[src/rtl/carrot_demo_top.sv]
// Carrot-Inside board demo: 6-LED running light plus a periodic "Hello\r\n" sent over
// an 8N1 UART transmitter. All logic is on clk_50m with a synchronous active-low reset.
module carrot_demo_top #(
  parameter int CLK_FREQ     = 50_000_000,
  parameter int BAUD         = 115200,
  parameter int LED_TICK     = 25_000_000,
  parameter int MSG_INTERVAL = 5_000_000
) (
  input  logic       clk_50m,
  input  logic       reset_n,
  output logic [5:0] led,
  output logic       uart_tx_path
);

  localparam int BAUD_DIV = (CLK_FREQ + BAUD / 2) / BAUD;
  localparam int BAUD_W   = (BAUD_DIV > 1) ? $clog2(BAUD_DIV) : 1;
  localparam int LED_W    = (LED_TICK > 1) ? $clog2(LED_TICK) : 1;
  localparam int MSG_W    = (MSG_INTERVAL > 1) ? $clog2(MSG_INTERVAL) : 1;

  localparam logic [BAUD_W-1:0] BAUD_LAST = BAUD_W'(BAUD_DIV - 1);
  localparam logic [LED_W-1:0]  LED_LAST  = LED_W'(LED_TICK - 1);
  localparam logic [MSG_W-1:0]  MSG_LAST  = MSG_W'(MSG_INTERVAL - 1);

  typedef enum logic [1:0] {ST_IDLE, ST_START, ST_DATA, ST_STOP} tx_state_e;

  // NOTE: the message is a constant function, not a register array, so it needs no reset.
  function automatic logic [7:0] msg_byte(input logic [2:0] idx);
    case (idx)
      3'd0:    return 8'h48;
      3'd1:    return 8'h65;
      3'd2:    return 8'h6C;
      3'd3:    return 8'h6C;
      3'd4:    return 8'h6F;
      3'd5:    return 8'h0D;
      default: return 8'h0A;
    endcase
  endfunction

  // LED stepper: the wrap is registered, so the first rotation lands exactly on cycle LED_TICK.
  logic [LED_W-1:0] led_cnt_q, led_cnt_d;
  logic             led_step_q, led_step_d;
  logic [5:0]       led_pat_q, led_pat_d;

  // NOTE: every always_comb output gets a value on every path, so no latch can be inferred.
  always_comb begin
    led_step_d = (led_cnt_q == LED_LAST);
    led_cnt_d  = led_step_d ? '0 : led_cnt_q + LED_W'(1);
    led_pat_d  = led_step_q ? {led_pat_q[4:0], led_pat_q[5]} : led_pat_q;
  end

  // NOTE: sequential state is updated with non-blocking assignments only.
  always_ff @(posedge clk_50m) begin
    if (!reset_n) begin
      led_cnt_q  <= '0;
      led_step_q <= 1'b0;
      led_pat_q  <= 6'b000001;
    end else begin
      led_cnt_q  <= led_cnt_d;
      led_step_q <= led_step_d;
      led_pat_q  <= led_pat_d;
    end
  end

  // Free-running trigger: fires on cycle 0 and every MSG_INTERVAL cycles after.
  logic [MSG_W-1:0] msg_cnt_q, msg_cnt_d;
  logic             trigger;

  always_comb begin
    trigger   = (msg_cnt_q == '0);
    msg_cnt_d = (msg_cnt_q == MSG_LAST) ? '0 : msg_cnt_q + MSG_W'(1);
  end

  always_ff @(posedge clk_50m) begin
    if (!reset_n) msg_cnt_q <= '0;
    else          msg_cnt_q <= msg_cnt_d;
  end

  // Message sequencer and UART transmitter share one FSM; triggers while busy fall through.
  tx_state_e         state_q, state_d;
  logic [BAUD_W-1:0] baud_cnt_q, baud_cnt_d;
  logic [2:0]        bit_idx_q, bit_idx_d;
  logic [2:0]        byte_idx_q, byte_idx_d;
  logic [7:0]        shift_q, shift_d;
  logic              tx_q, tx_d;
  logic              bit_end;

  always_ff @(posedge clk_50m) begin
    if (!reset_n) begin
      state_q    <= ST_IDLE;
      baud_cnt_q <= '0;
      bit_idx_q  <= '0;
      byte_idx_q <= '0;
      shift_q    <= '0;
      tx_q       <= 1'b1;
    end else begin
      state_q    <= state_d;
      baud_cnt_q <= baud_cnt_d;
      bit_idx_q  <= bit_idx_d;
      byte_idx_q <= byte_idx_d;
      shift_q    <= shift_d;
      tx_q       <= tx_d;
    end
  end

  always_comb begin
    bit_end    = (baud_cnt_q == BAUD_LAST);
    state_d    = state_q;
    baud_cnt_d = bit_end ? '0 : baud_cnt_q + BAUD_W'(1);
    bit_idx_d  = bit_idx_q;
    byte_idx_d = byte_idx_q;
    shift_d    = shift_q;
    case (state_q)
      ST_IDLE: begin
        baud_cnt_d = '0;
        if (trigger) begin
          state_d    = ST_START;
          byte_idx_d = 3'd0;
          shift_d    = msg_byte(3'd0);
        end
      end
      ST_START: begin
        if (bit_end) begin
          state_d   = ST_DATA;
          bit_idx_d = 3'd0;
        end
      end
      ST_DATA: begin
        if (bit_end) begin
          if (bit_idx_q == 3'd7) begin
            state_d = ST_STOP;
          end else begin
            bit_idx_d = bit_idx_q + 3'd1;
            shift_d   = {1'b0, shift_q[7:1]};
          end
        end
      end
      default: begin
        if (bit_end) begin
          if (byte_idx_q == 3'd6) begin
            state_d = ST_IDLE;
          end else begin
            state_d    = ST_START;
            byte_idx_d = byte_idx_q + 3'd1;
            shift_d    = msg_byte(byte_idx_q + 3'd1);
          end
        end
      end
    endcase
  end

  // Line level is decoded from the next state so the pin register changes with the bit.
  always_comb begin
    case (state_d)
      ST_START: tx_d = 1'b0;
      ST_DATA:  tx_d = shift_d[0];
      default:  tx_d = 1'b1;
    endcase
  end

  assign led          = ~led_pat_q;
  assign uart_tx_path = tx_q;

endmodule

[config.mk]
export PLATFORM = sky130hd
export DESIGN_NAME = carrot_demo_top
export DESIGN_NICKNAME = d
export VERILOG_FILES = /design/src/rtl/carrot_demo_top.sv
export SDC_FILE = /design/constraint.sdc
export NUM_CORES = 1
export LEC_CHECK = 0
export ABC_AREA = 1
export CAP_MARGIN = 15
export CORE_MARGIN = 3
export CORE_UTILIZATION = 60
export DETAILED_ROUTE_END_ITERATION = 8
export GPL_TIMING_DRIVEN = 0
export PLACE_DENSITY = 0.78
export SLEW_MARGIN = 0
export SYNTH_ARGS = -nofsm -noshare
export SYNTH_HDL_FRONTEND = slang
export SYNTH_SLANG_ARGS = --single-unit
[constraint.sdc]
create_clock -name clk_50m -period 3.4 [get_ports clk_50m]
set_input_delay 0.68 -clock clk_50m [delete_from_list [all_inputs] [get_ports clk_50m]]
set_output_delay 0.68 -clock clk_50m [all_outputs]
set_load 0.02 [all_outputs]
==> results_tabular.tex, run 1 <==
\begin{tabular}{lr}
\hline
Metric & Value \\
\hline
\multicolumn{2}{l}{\textbf{Worst hold path}} \\
\quad Min-delay worst type & reg2reg \\
\multicolumn{2}{l}{\textbf{GRT}} \\
\quad Via count of the first global-routing pass & 3737 \\
\quad Global Route Usage Sum & 0.227 \\
\quad Number of antenna violations at the first check in global routing & 0 \\
\quad Pin count of the biggest net entering global routing & 15 \\
\quad Total gr overflow & 0 \\
\quad First-pass GRT wire length & 15900 µm \\
\multicolumn{2}{l}{\textbf{Yosys}} \\
\quad Post-synthesis instance area & 4370 µm² \\
\quad Proportion of synthesized flip-flops having asynchronous set or reset & 0 \\
\quad Synth Area in Adders & 0.0487 \\
\quad Number of nets in the synthesized netlist & 630 \\
\quad Number of enable-type register cells in the synthesized netlist & 0 \\
\quad Cell variety after synth & 43 \\
\quad Mux cell area share after synthesis & 0.00229 \\
\quad Yosys warnings & 0 \\
\quad Combinational family with the most area after synthesis & simple AND/OR/NAND/NOR gates \\
\quad Xor and xnor area share after synthesis & 0.0281 \\
\quad Post-synthesis compound-gate area fraction & 0.0953 \\
\quad Syn\_area\_per\_cell & 7.15 µm² \\
\quad Area contributors post-synth & sky130\_fd\_sc\_hd\_\_dfxtp\_1, sky130\_fd\_sc\_hd\_\_nand2\_1, sky130\_fd\_sc\_hd\_\_nor2\_1, sky130\_fd\_sc\_hd\_\_inv\_1, sky130\_fd\_sc\_hd\_\_ha\_1 \\
\quad Synth top area share & 0.366 \\
\quad Simple-Gate Fraction of Synth Area & 0.376 \\
\quad Leading post-synthesis cells by instance count & sky130\_fd\_sc\_hd\_\_nand2\_1, sky130\_fd\_sc\_hd\_\_nor2\_1, sky130\_fd\_sc\_hd\_\_dfxtp\_1 \\
\quad Most frequent cell after synthesis & sky130\_fd\_sc\_hd\_\_nand2\_1 \\
\quad Cell accounting for the most synthesized area & sky130\_fd\_sc\_hd\_\_dfxtp\_1 \\
\quad Register area share after synthesis & 0.366 \\
\quad Dominant register cell in the synthesized netlist & sky130\_fd\_sc\_hd\_\_dfxtp\_1 \\
\quad \#FFs+latches synth & 80 \\
\quad Gate Count Post-Synth & 611 \\
\multicolumn{2}{l}{\textbf{Critical path}} \\
\quad Endpoint required time on the critical path & 2.72 ns \\
\quad Endpoint type of the worst setup path & primary output \\
\quad Critical Path Start Type & flop \\
\quad Highest cell delay on the worst timing path & 0.60 ns \\
\quad CP Data Arrival Time & 1.34 ns \\
\quad Buffers \& Inverters on Critical Path & 2 \\
\quad CP Class & reg2out \\
\quad CP cell instances & inv\_1 > clkdlybuf4s50\_1 \\
\quad Max Fanout on Critical Path & 3 \\
\quad Family with the most delay on the worst path & buffers and inverters \\
\quad Master of the slowest instance on the critical path & sky130\_fd\_sc\_hd\_\_clkdlybuf4s50\_1 \\
\multicolumn{2}{l}{\textbf{Floorplan}} \\
\quad Starting density of the core & 0.629 \\
\quad Horizontal extent of the die & 91.3 µm \\
\quad Total Die Area & 8340 µm² \\
\quad Standard-cell row count & 30 \\
\quad Number of top-level pins & 9 \\
\quad Core area & 6940 µm² \\
\quad Die outline height & 91.3 µm \\
\multicolumn{2}{l}{\textbf{Finish}} \\
\quad Area of the multi-input gates & 2400 µm² \\
\quad Final nets & 648 \\
\quad Layout area overhead & 9.93\% \\
\quad Final instance area & 4800 µm² \\
\quad Number of inserted filler cells in the final layout & 592 \\
\quad Reg area & 1600 µm² \\
\quad Share of cells above drive strength 1 & 0.0994 \\
\quad Ant diodes & 0 \\
\multicolumn{2}{l}{\textbf{STA}} \\
\quad Worst Clk Skew & 0.0114 ns \\
\quad Final sum of negative setup slack & 0 ns \\
\quad Ratio of final minimum period to clock period & 0.594 \\
\quad Setup-failing EPs final & 0 \\
\quad Max frequency & 495 MHz \\
\quad Slew Limit Headroom & 0.612 \\
\quad Number of endpoints with negative hold slack in the final report & 0 \\
\quad Post-layout min period & 2.02 ns \\
\quad Final slew viol count & 0 \\
\quad Setup repair after global routing missed its margin & false \\
\quad Slew at the pin closest to its max-slew limit & 0.581 ns \\
\multicolumn{2}{l}{\textbf{Clock network}} \\
\quad CTS Buf Count & 9 \\
\quad Number of buffers on the longest clock path & 2 \\
\quad Clock root buffer & sky130\_fd\_sc\_hd\_\_clkbuf\_8 \\
\quad Maximum level of the CTS H-tree & 3 \\
\quad TritonCTS clock tree & done \\
\quad Number of sinks driven by the clock tree & 80 \\
\quad Number of buffers inserted for hold repair after clock tree synthesis & 0 \\
\quad Clock latency reported for the late side of the worst-skew pair & 0.35 ns \\
\quad Post-cts repair resize count & 0 \\
\quad Post-CTS setup buffer count & 0 \\
\quad Clock slew at reported path FFs & 0.09 ns \\
\multicolumn{2}{l}{\textbf{Pwr}} \\
\quad Highest ir drop seen on vdd & 0.218 mV \\
\quad Power per cell area & 417 nW/µm² \\
\quad Leakage power summed over all cells & 1.97 nW \\
\multicolumn{2}{l}{\textbf{Placed design}} \\
\quad Buffers added on ports & 7 \\
\quad Final Wtd Congestion & 0.906 \\
\quad Placed Instance Area & 4560 µm² \\
\quad Detailed-placement wirelength estimate & 6610 µm \\
\multicolumn{2}{l}{\textbf{Flow run}} \\
\quad Number of maximum-capacitance constraint violations & 0 \\
\multicolumn{2}{l}{\textbf{Status}} \\
\quad Status & finished clean \\
\multicolumn{2}{l}{\textbf{Route}} \\
\quad Residual DRC count & 0 \\
\quad Per-cell routed wire length & 12.1 µm \\
\quad 1st-iter DRT viols & 194 \\
\quad 1st-pass router iterations & 5 \\
\quad Via total after detailed routing & 3909 \\
\quad Wirelength, routed & 8850 µm \\
\quad Antenna Violating Nets Remaining & 0 \\
\quad Average via count per standard cell & 5.35 \\
\hline
\end{tabular}
## flip-flops by register name, summed over array words and instances (netlist names)
name,cells
baud_cnt_q,9
bit_idx_q,3
byte_idx_q,3
led_cnt_q,25
led_pat_q,6
led_step_q,1
msg_cnt_q,23
shift_q,7
state_q,2
uart_tx_path,1
## worst paths after layout
path / slack [ns] / cells after the start / from / endpoint
max: 1.38 / 2 / led_pat_q[0] / led[0]
max reg2reg: 1.55 / 7 / led_cnt_q[0] / led_cnt_q[16]
min: 0.46 / 1 / led_cnt_q[0] / led_cnt_q[0]
min reg2reg: 0.46 / 1 / led_cnt_q[0] / led_cnt_q[0]
## layout by cell type (no fill, tap or decap), types with 9 or more instances in the layout
master,instances
sky130_fd_sc_hd__nand2_1,121
sky130_fd_sc_hd__nor2_1,82
sky130_fd_sc_hd__dfxtp_1,80
sky130_fd_sc_hd__inv_1,78
sky130_fd_sc_hd__a21oi_1,41
sky130_fd_sc_hd__nand3_1,34
sky130_fd_sc_hd__nand4_1,20
sky130_fd_sc_hd__o21ai_0,18
sky130_fd_sc_hd__ha_1,17
sky130_fd_sc_hd__nor3_1,13
sky130_fd_sc_hd__nor3b_1,10
sky130_fd_sc_hd__xor2_1,10
sky130_fd_sc_hd__nand2_2,9
sky130_fd_sc_hd__clkbuf_8,9
## where the power goes
group	internal, mW	switching, mW	leakage, nW	total [mW]
logic	0.0626	0.111	1.20	0.174
clock network	0.489	0.360	0.119	0.849
registers	0.961	0.0179	0.647	0.978
## logic make-up (layout without fill, tap and decap cells)
group	after synthesis	count (layout)
adder cells (fa/ha/maj)	17	17
AND/OR/NAND/NOR	330	330
buffers and inverters	93	116
multiplexers	1	1
AO/OA/AOI/OAI	76	76
flip-flops	80	80
XOR/XNOR	14	14
## cell type report
class,instances,share of cell area
clock inverters,7,0.0250
repair buffers,7,0.0146
inverters,85,0.0664
multi-input cells,438,0.500
plain buffers,8,0.00964
flip-flops and latches,80,0.333
well taps,96,0.0250
clock buffers,9,0.0258
## worst register-to-register path, cell delays in order (launching register included)
cell	delay [ns]
sky130_fd_sc_hd__dfxtp_1	0.36
sky130_fd_sc_hd__ha_1	0.21
sky130_fd_sc_hd__nand2_1	0.14
sky130_fd_sc_hd__nor3_4	0.38
sky130_fd_sc_hd__nand4_2	0.23
sky130_fd_sc_hd__nand2_2	0.17
sky130_fd_sc_hd__buf_4	0.20
sky130_fd_sc_hd__a21oi_1	0.06
## metrics by stage
step           std cells  worst slack [ns]   util  hold WS (ns)  power, mW
4_1_cts              730              1.36  0.692         0.463       2.02
3_5_place_dp         714              1.36  0.657         0.450       1.17
6_report             730              1.38  0.692         0.461       2.00
3_3_place_gp         714              1.35  0.657         0.430       1.17
5_1_grt              730              1.33  0.692         0.480       2.09
2_1_floorplan        611              1.79      -         0.417       1.13
## metal layers
| layer | wire length [µm] | up-vias | global-route usage |
|---|---|---|---|
| li1 | - | 2016 | - |
| met1 | 4090 | 1805 | 0.288 |
| met2 | 4340 | 72 | 0.385 |
| met3 | 272 | 16 | 0.0340 |
| met4 | 151 | 0 | 0.0942 |
| met5 | 0 | - | 0 |
Power figures use the tool's default switching activity.
==> inputs of run 2 (changes only) <==
==> constraint.sdc (replaced) <==
create_clock -name clk_50m -period 2.1 [get_ports clk_50m]
set_input_delay 0.42 -clock clk_50m [delete_from_list [all_inputs] [get_ports clk_50m]]
set_output_delay 0.42 -clock clk_50m [all_outputs]
set_load 0.02 [all_outputs]
==> results of run 2 <==
Same layout as run 1 (identical final DEF). Status: finished clean.
Main changes from that run: setup slack after placement 1.36 ns -> 0.241 ns; clock-pin slew on the worst setup and hold paths 0.09 ns -> 0.08 ns; setup slack after layout 1.38 ns -> 0.248 ns; start point of the critical path led_pat_q[0] -> led_cnt_q[0]; end point of the critical path led[0] -> led_cnt_q[16]; register-to-register setup slack 1.55 ns -> 0.25 ns; total power 2.00 mW -> 3.24 mW; worst IR drop on VDD 0.218 mV -> 0.353 mV
==> edit 1 (flow settings as in run 1) <==
Set the parameter `LED_TICK` to 100_000_000 (it was 25_000_000).
--- a/src/rtl/carrot_demo_top.sv
+++ b/src/rtl/carrot_demo_top.sv
@@ -3,7 +3,7 @@
 module carrot_demo_top #(
   parameter int CLK_FREQ     = 50_000_000,
   parameter int BAUD         = 115200,
-  parameter int LED_TICK     = 25_000_000,
+  parameter int LED_TICK     = 100_000_000,
   parameter int MSG_INTERVAL = 5_000_000
 ) (
   input  logic       clk_50m,
Function: no difference found for any inputs over 10 cycles, from zero or initial values and one cycle with reset_n low; that may be too few to reach the edited logic, so the function may still have changed.
==> edit 1 against run 1 <==
Combinational power fell by 11%. Non-clock buffer count did not move. Highest routed layer unchanged. Hold slack about the same. Sequential cell count increased by 2. Cell area increased by 1.4%. Power decreased by 6.7%. Worst setup slack worse by 0.078 ns. Largest cell class unchanged. Synthesized area up 2.5%. Wire length rose by 6.5%.
==> edit 1: results (changes against run 1) <==
| Metric | Value |
|---|---|
| M1 WL | 4420 um (was 4090 um) |
| Layout cells sized above 1 | 8.21% (was 9.94%) |
| Hold_ws | 0.461 ns (about the same) |
| Post-place instance area | 0.00467 mm2 (was 0.00456 mm2) |
| Met3 Track Usage GR | 6.26% (was 3.40%) |
| Routability cong. | 0.911 (was 0.906) |
| Final WL | 9430 um (was 8850 um) |
| Compound-Gate Fraction of Synth Area | 8.60% (was 9.53%) |
| HPWL after DPL | 7070 um (was 6610 um) |
| WL met2 | 4470 um (was 4340 um) |
| Post-synthesis adder-cell area fraction | 4.75% (was 4.87%) |
| Yosys cell types | 33 (was 43) |
| Most frequent cells after synthesis | nand2_1 (134), nor2_1 (99), inv_1 (83), dfxtp_1 (82), a21oi_1 (46) (was nand2_1 (121), nor2_1 (82), dfxtp_1 (80), inv_1 (78), a21oi_1 (41)) |
| First-pass GRT wire length | 16400 um (was 15900 um) |
| Setup Skew | 0.00588 ns (was 0.0114 ns) |
| Placed Cells | 750 (was 714) |
| Status | finished, final reports clean (unchanged) |
| Pre-CTS setup slack | 1.38 ns (was 1.36 ns) |
| Vias post-DR | 4132 (was 3909) |
| Mux share of post-synthesis cell area | 0% (was 0.229%) |
| DR iter-0 viols | 206 (was 194) |
| Vias in the first global route | 3944 (was 3737) |
| Total GRT Usage | 23.3% (was 22.7%) |
| LEAKAGE | 1.91 nW (was 1.97 nW) |
| Switching share of power | 26.1% (was 24.5%) |
| Measured slew at the worst slew-check pin | 0.570 ns (was 0.581 ns) |
| Hold path depth | 2 (was 1) |
| R2r endpoint | uart_tx_path (was led_cnt_q[16]) |
| Worst Hold End | shift_q[5] (was led_cnt_q[0]) |
| Synth top area cells | dfxtp_1 (37%), nand2_1 (11%), nor2_1 (8.3%) (was dfxtp_1 (37%), nand2_1 (10%), nor2_1 (7.0%)) |
| Seq/Total Area, Yosys | 36.6% (about the same) |
| Peak VDD IR | 0.276 mV (was 0.218 mV) |
| Met1 Use GR | 28.7% (was 28.8%) |
| Biggest regs | led_cnt_q x27, msg_cnt_q x23, baud_cnt_q x9 (was led_cnt_q x25, msg_cnt_q x23, baud_cnt_q x9) |
| Vias per Instance | 5.39 (was 5.35) |
| Xor/xnor share of the synthesized area | 4.30% (was 2.81%) |
| R2R depth | 10 (was 7) |
| Worst-path fanout max | 6 (was 3) |
| Met2 usage | 38.7% (was 38.5%) |
| Total length of routed met3 wires | 396 um (was 272 um) |
## edit 1: layout make-up
| type | instances | area, um2 |
|---|---|---|
| fill | 619 | 2150 |
| timing repair buffer | 7 | 70.1 |
| inverter | 86 | 323 |
| tap | 96 | 120 |
| buffer | 8 | 48.8 |
| clock buffer | 9 | 124 |
| multi-input combinational | 471 | 2470 |
| clock inverter | 7 | 76.3 |
| sequential | 82 | 1640 |
## edit 1: cell families (layout without fill, tap and decap cells)
kind of cell / after synthesis / count (layout)
AO/OA/AOI/OAI: 71 / 71
XOR/XNOR: 22 / 22
adder cells (fa/ha/maj): 17 / 17
buffers and inverters: 94 / 117
flip-flops: 82 / 82
AND/OR/NAND/NOR: 361 / 361
## edit 1: worst max path at each step
stage / endpoint / slack, ns / cells after the start
after CTS: led[0] / 1.35 / 2
after global placement: msg_cnt_q[20] / 1.46 / 7
final: uart_tx_path / 1.30 / 10
after floorplan: led_cnt_q[20] / 1.76 / 10
after global routing: uart_tx_path / 1.13 / 10
after detailed placement: uart_tx_path / 1.38 / 10
## edit 1: power groups by stage
stage / logic, mW / clock network (mW) / registers [mW]
floorplan: 0.115 / 0 / 1.02
global placement: 0.149 / 0 / 1.02
detailed placement: 0.153 / 0 / 1.02
CTS: 0.154 / 0.730 / 1.00
global route: 0.176 / 0.773 / 1.01
finish: 0.154 / 0.711 / 1.00
## edit 1: worst max-delay path, cell delays in order (launching register included)
cell and delay [ns]:
dfxtp_1 0.44, ha_1 0.21, inv_1 0.06, nor2_1 0.10
nand2_1 0.08, nor2_1 0.26, nand2_1 0.19, o31ai_1 0.36
nand3_1 0.15, nand2_1 0.09, nand2_1 0.06
==> edit 2 (config.mk and constraints of run 1) <==
Without the edit above. Re-encode `tx_state_e` (4 states) as one-hot, 4 bits wide.
--- a/src/rtl/carrot_demo_top.sv
+++ b/src/rtl/carrot_demo_top.sv
@@ -21,7 +21,7 @@
   localparam logic [LED_W-1:0]  LED_LAST  = LED_W'(LED_TICK - 1);
   localparam logic [MSG_W-1:0]  MSG_LAST  = MSG_W'(MSG_INTERVAL - 1);
 
-  typedef enum logic [1:0] {ST_IDLE, ST_START, ST_DATA, ST_STOP} tx_state_e;
+  typedef enum logic [3:0] {ST_IDLE = 4'b0001, ST_START = 4'b0010, ST_DATA = 4'b0100, ST_STOP = 4'b1000} tx_state_e;
 
   // NOTE: the message is a constant function, not a register array, so it needs no reset.
   function automatic logic [7:0] msg_byte(input logic [2:0] idx);
Check against the original RTL: same outputs for any inputs over 10 cycles, from zero or initial values and one cycle with reset_n low; not proved beyond that.
==> edit 2 against run 1 <==
Cell area increased by 1.6%. Die area increased by 2.8%. Synthesized area up 3.0%. Sequential cell count increased by 2. Worst setup slack got worse by 0.067 ns. Wire length rose by 6.2%. Sequential share of layout area increased by 0.29 points. Fmax down 3.2%.
Power is not compared: it rests on default switching activity, and its combinational part moved more than twofold at a synthesized area within 25%.
==> edit 2: results (changes against run 1) <==
| Metric | Value |
|---|---|
| Number of I/O port buffers | 8 (was 7) |
| M1 WL | 4450 um (was 4090 um) |
| DR iter-0 viols | 220 (was 194) |
| Routability cong. | 0.933 (was 0.906) |
| Syn Inst Count | 651 (was 611) |
| Yosys cell types | 38 (was 43) |
| Setup Skew | 0.0166 ns (was 0.0114 ns) |
| Vias in the first global route | 3797 (was 3737) |
| DRT Pass-1 Iters | 7 (was 5) |
| First-pass GRT wire length | 16400 um (was 15900 um) |
| Worst-path fanout max | 10 (was 3) |
| WL met2 | 4350 um (was 4340 um) |
| Pre-CTS setup slack | 0.957 ns (was 1.36 ns) |
| Max stage delay on crit path | 0.58 ns (was 0.60 ns) |
| Most frequent cells after synthesis | nand2_1 (143), nor2_1 (95), dfxtp_1 (82), inv_1 (75) (was nand2_1 (121), nor2_1 (82), dfxtp_1 (80), inv_1 (78), a21oi_1 (41)) |
| Relative slew slack | 69.5% (was 61.2%) |
| Met1 Use GR | 29.7% (was 28.8%) |
| Arrival time worst endpoint | 2.37 ns (was 1.34 ns) |
| HPWL after DPL | 7140 um (was 6610 um) |
| Post-place instance area | 0.00470 mm2 (was 0.00456 mm2) |
| Xor/xnor share of the synthesized area | 2.72% (was 2.81%) |
| Total length of routed met3 wires | 415 um (was 272 um) |
| Status | finished, final reports clean (unchanged) |
| DR WL/cell | 12.2 um (was 12.1 um) |
| Synth Net Count | 666 (was 630) |
| Tot Pwr | 2.05 mW |
| Met2 usage | 39.3% (was 38.5%) |
| Layout cells sized above 1 | 11.4% (was 9.94%) |
| Finished Layout Cells | 771 (was 730) |
| Total GRT Usage | 23.5% (was 22.7%) |
| Placed Cells | 755 (was 714) |
| Seq/Total Area, Yosys | 36.5% (was 36.6%) |
| H-tree levels | 3 (unchanged) |
| Compound-Gate Fraction of Synth Area | 9.15% (was 9.53%) |
| Vias per Instance | 5.36 (was 5.35) |
| Synth top area cells | dfxtp_1 (36%), nand2_1 (12%), nor2_1 (7.9%) (was dfxtp_1 (37%), nand2_1 (10%), nor2_1 (7.0%)) |
edit 2: worst paths after layout:
kind | from | end | slack [ns] | cells past startpoint
max | reset_n | baud_cnt_q[7] | 1.32 | 5
min | led_cnt_q[0] | led_cnt_q[0] | 0.46 | 1
max reg2reg | led_cnt_q[12] | led_cnt_q[3] | 1.58 | 8
min reg2reg | led_cnt_q[0] | led_cnt_q[0] | 0.46 | 1
edit 2: final cells by class:
cell class | count | area [um2]
Multi-Input combinational cell | 476 | 2470
Fill cell | 621 | 2140
Sequential cell | 82 | 1640
Inverter | 85 | 319
Clock buffer | 12 | 155
Tap cell | 96 | 120
Timing Repair Buffer | 8 | 80.1
Buffer | 8 | 67.6
Clock inverter | 4 | 26.3
edit 2: logic make-up (layout without fill, tap and decap cells):
family,after synthesis,after routing
XOR/XNOR,14,14
AND/OR/NAND/NOR,376,376
adder cells (fa/ha/maj),13,13
AO/OA/AOI/OAI,73,73
buffers and inverters,93,117
flip-flops,82,82
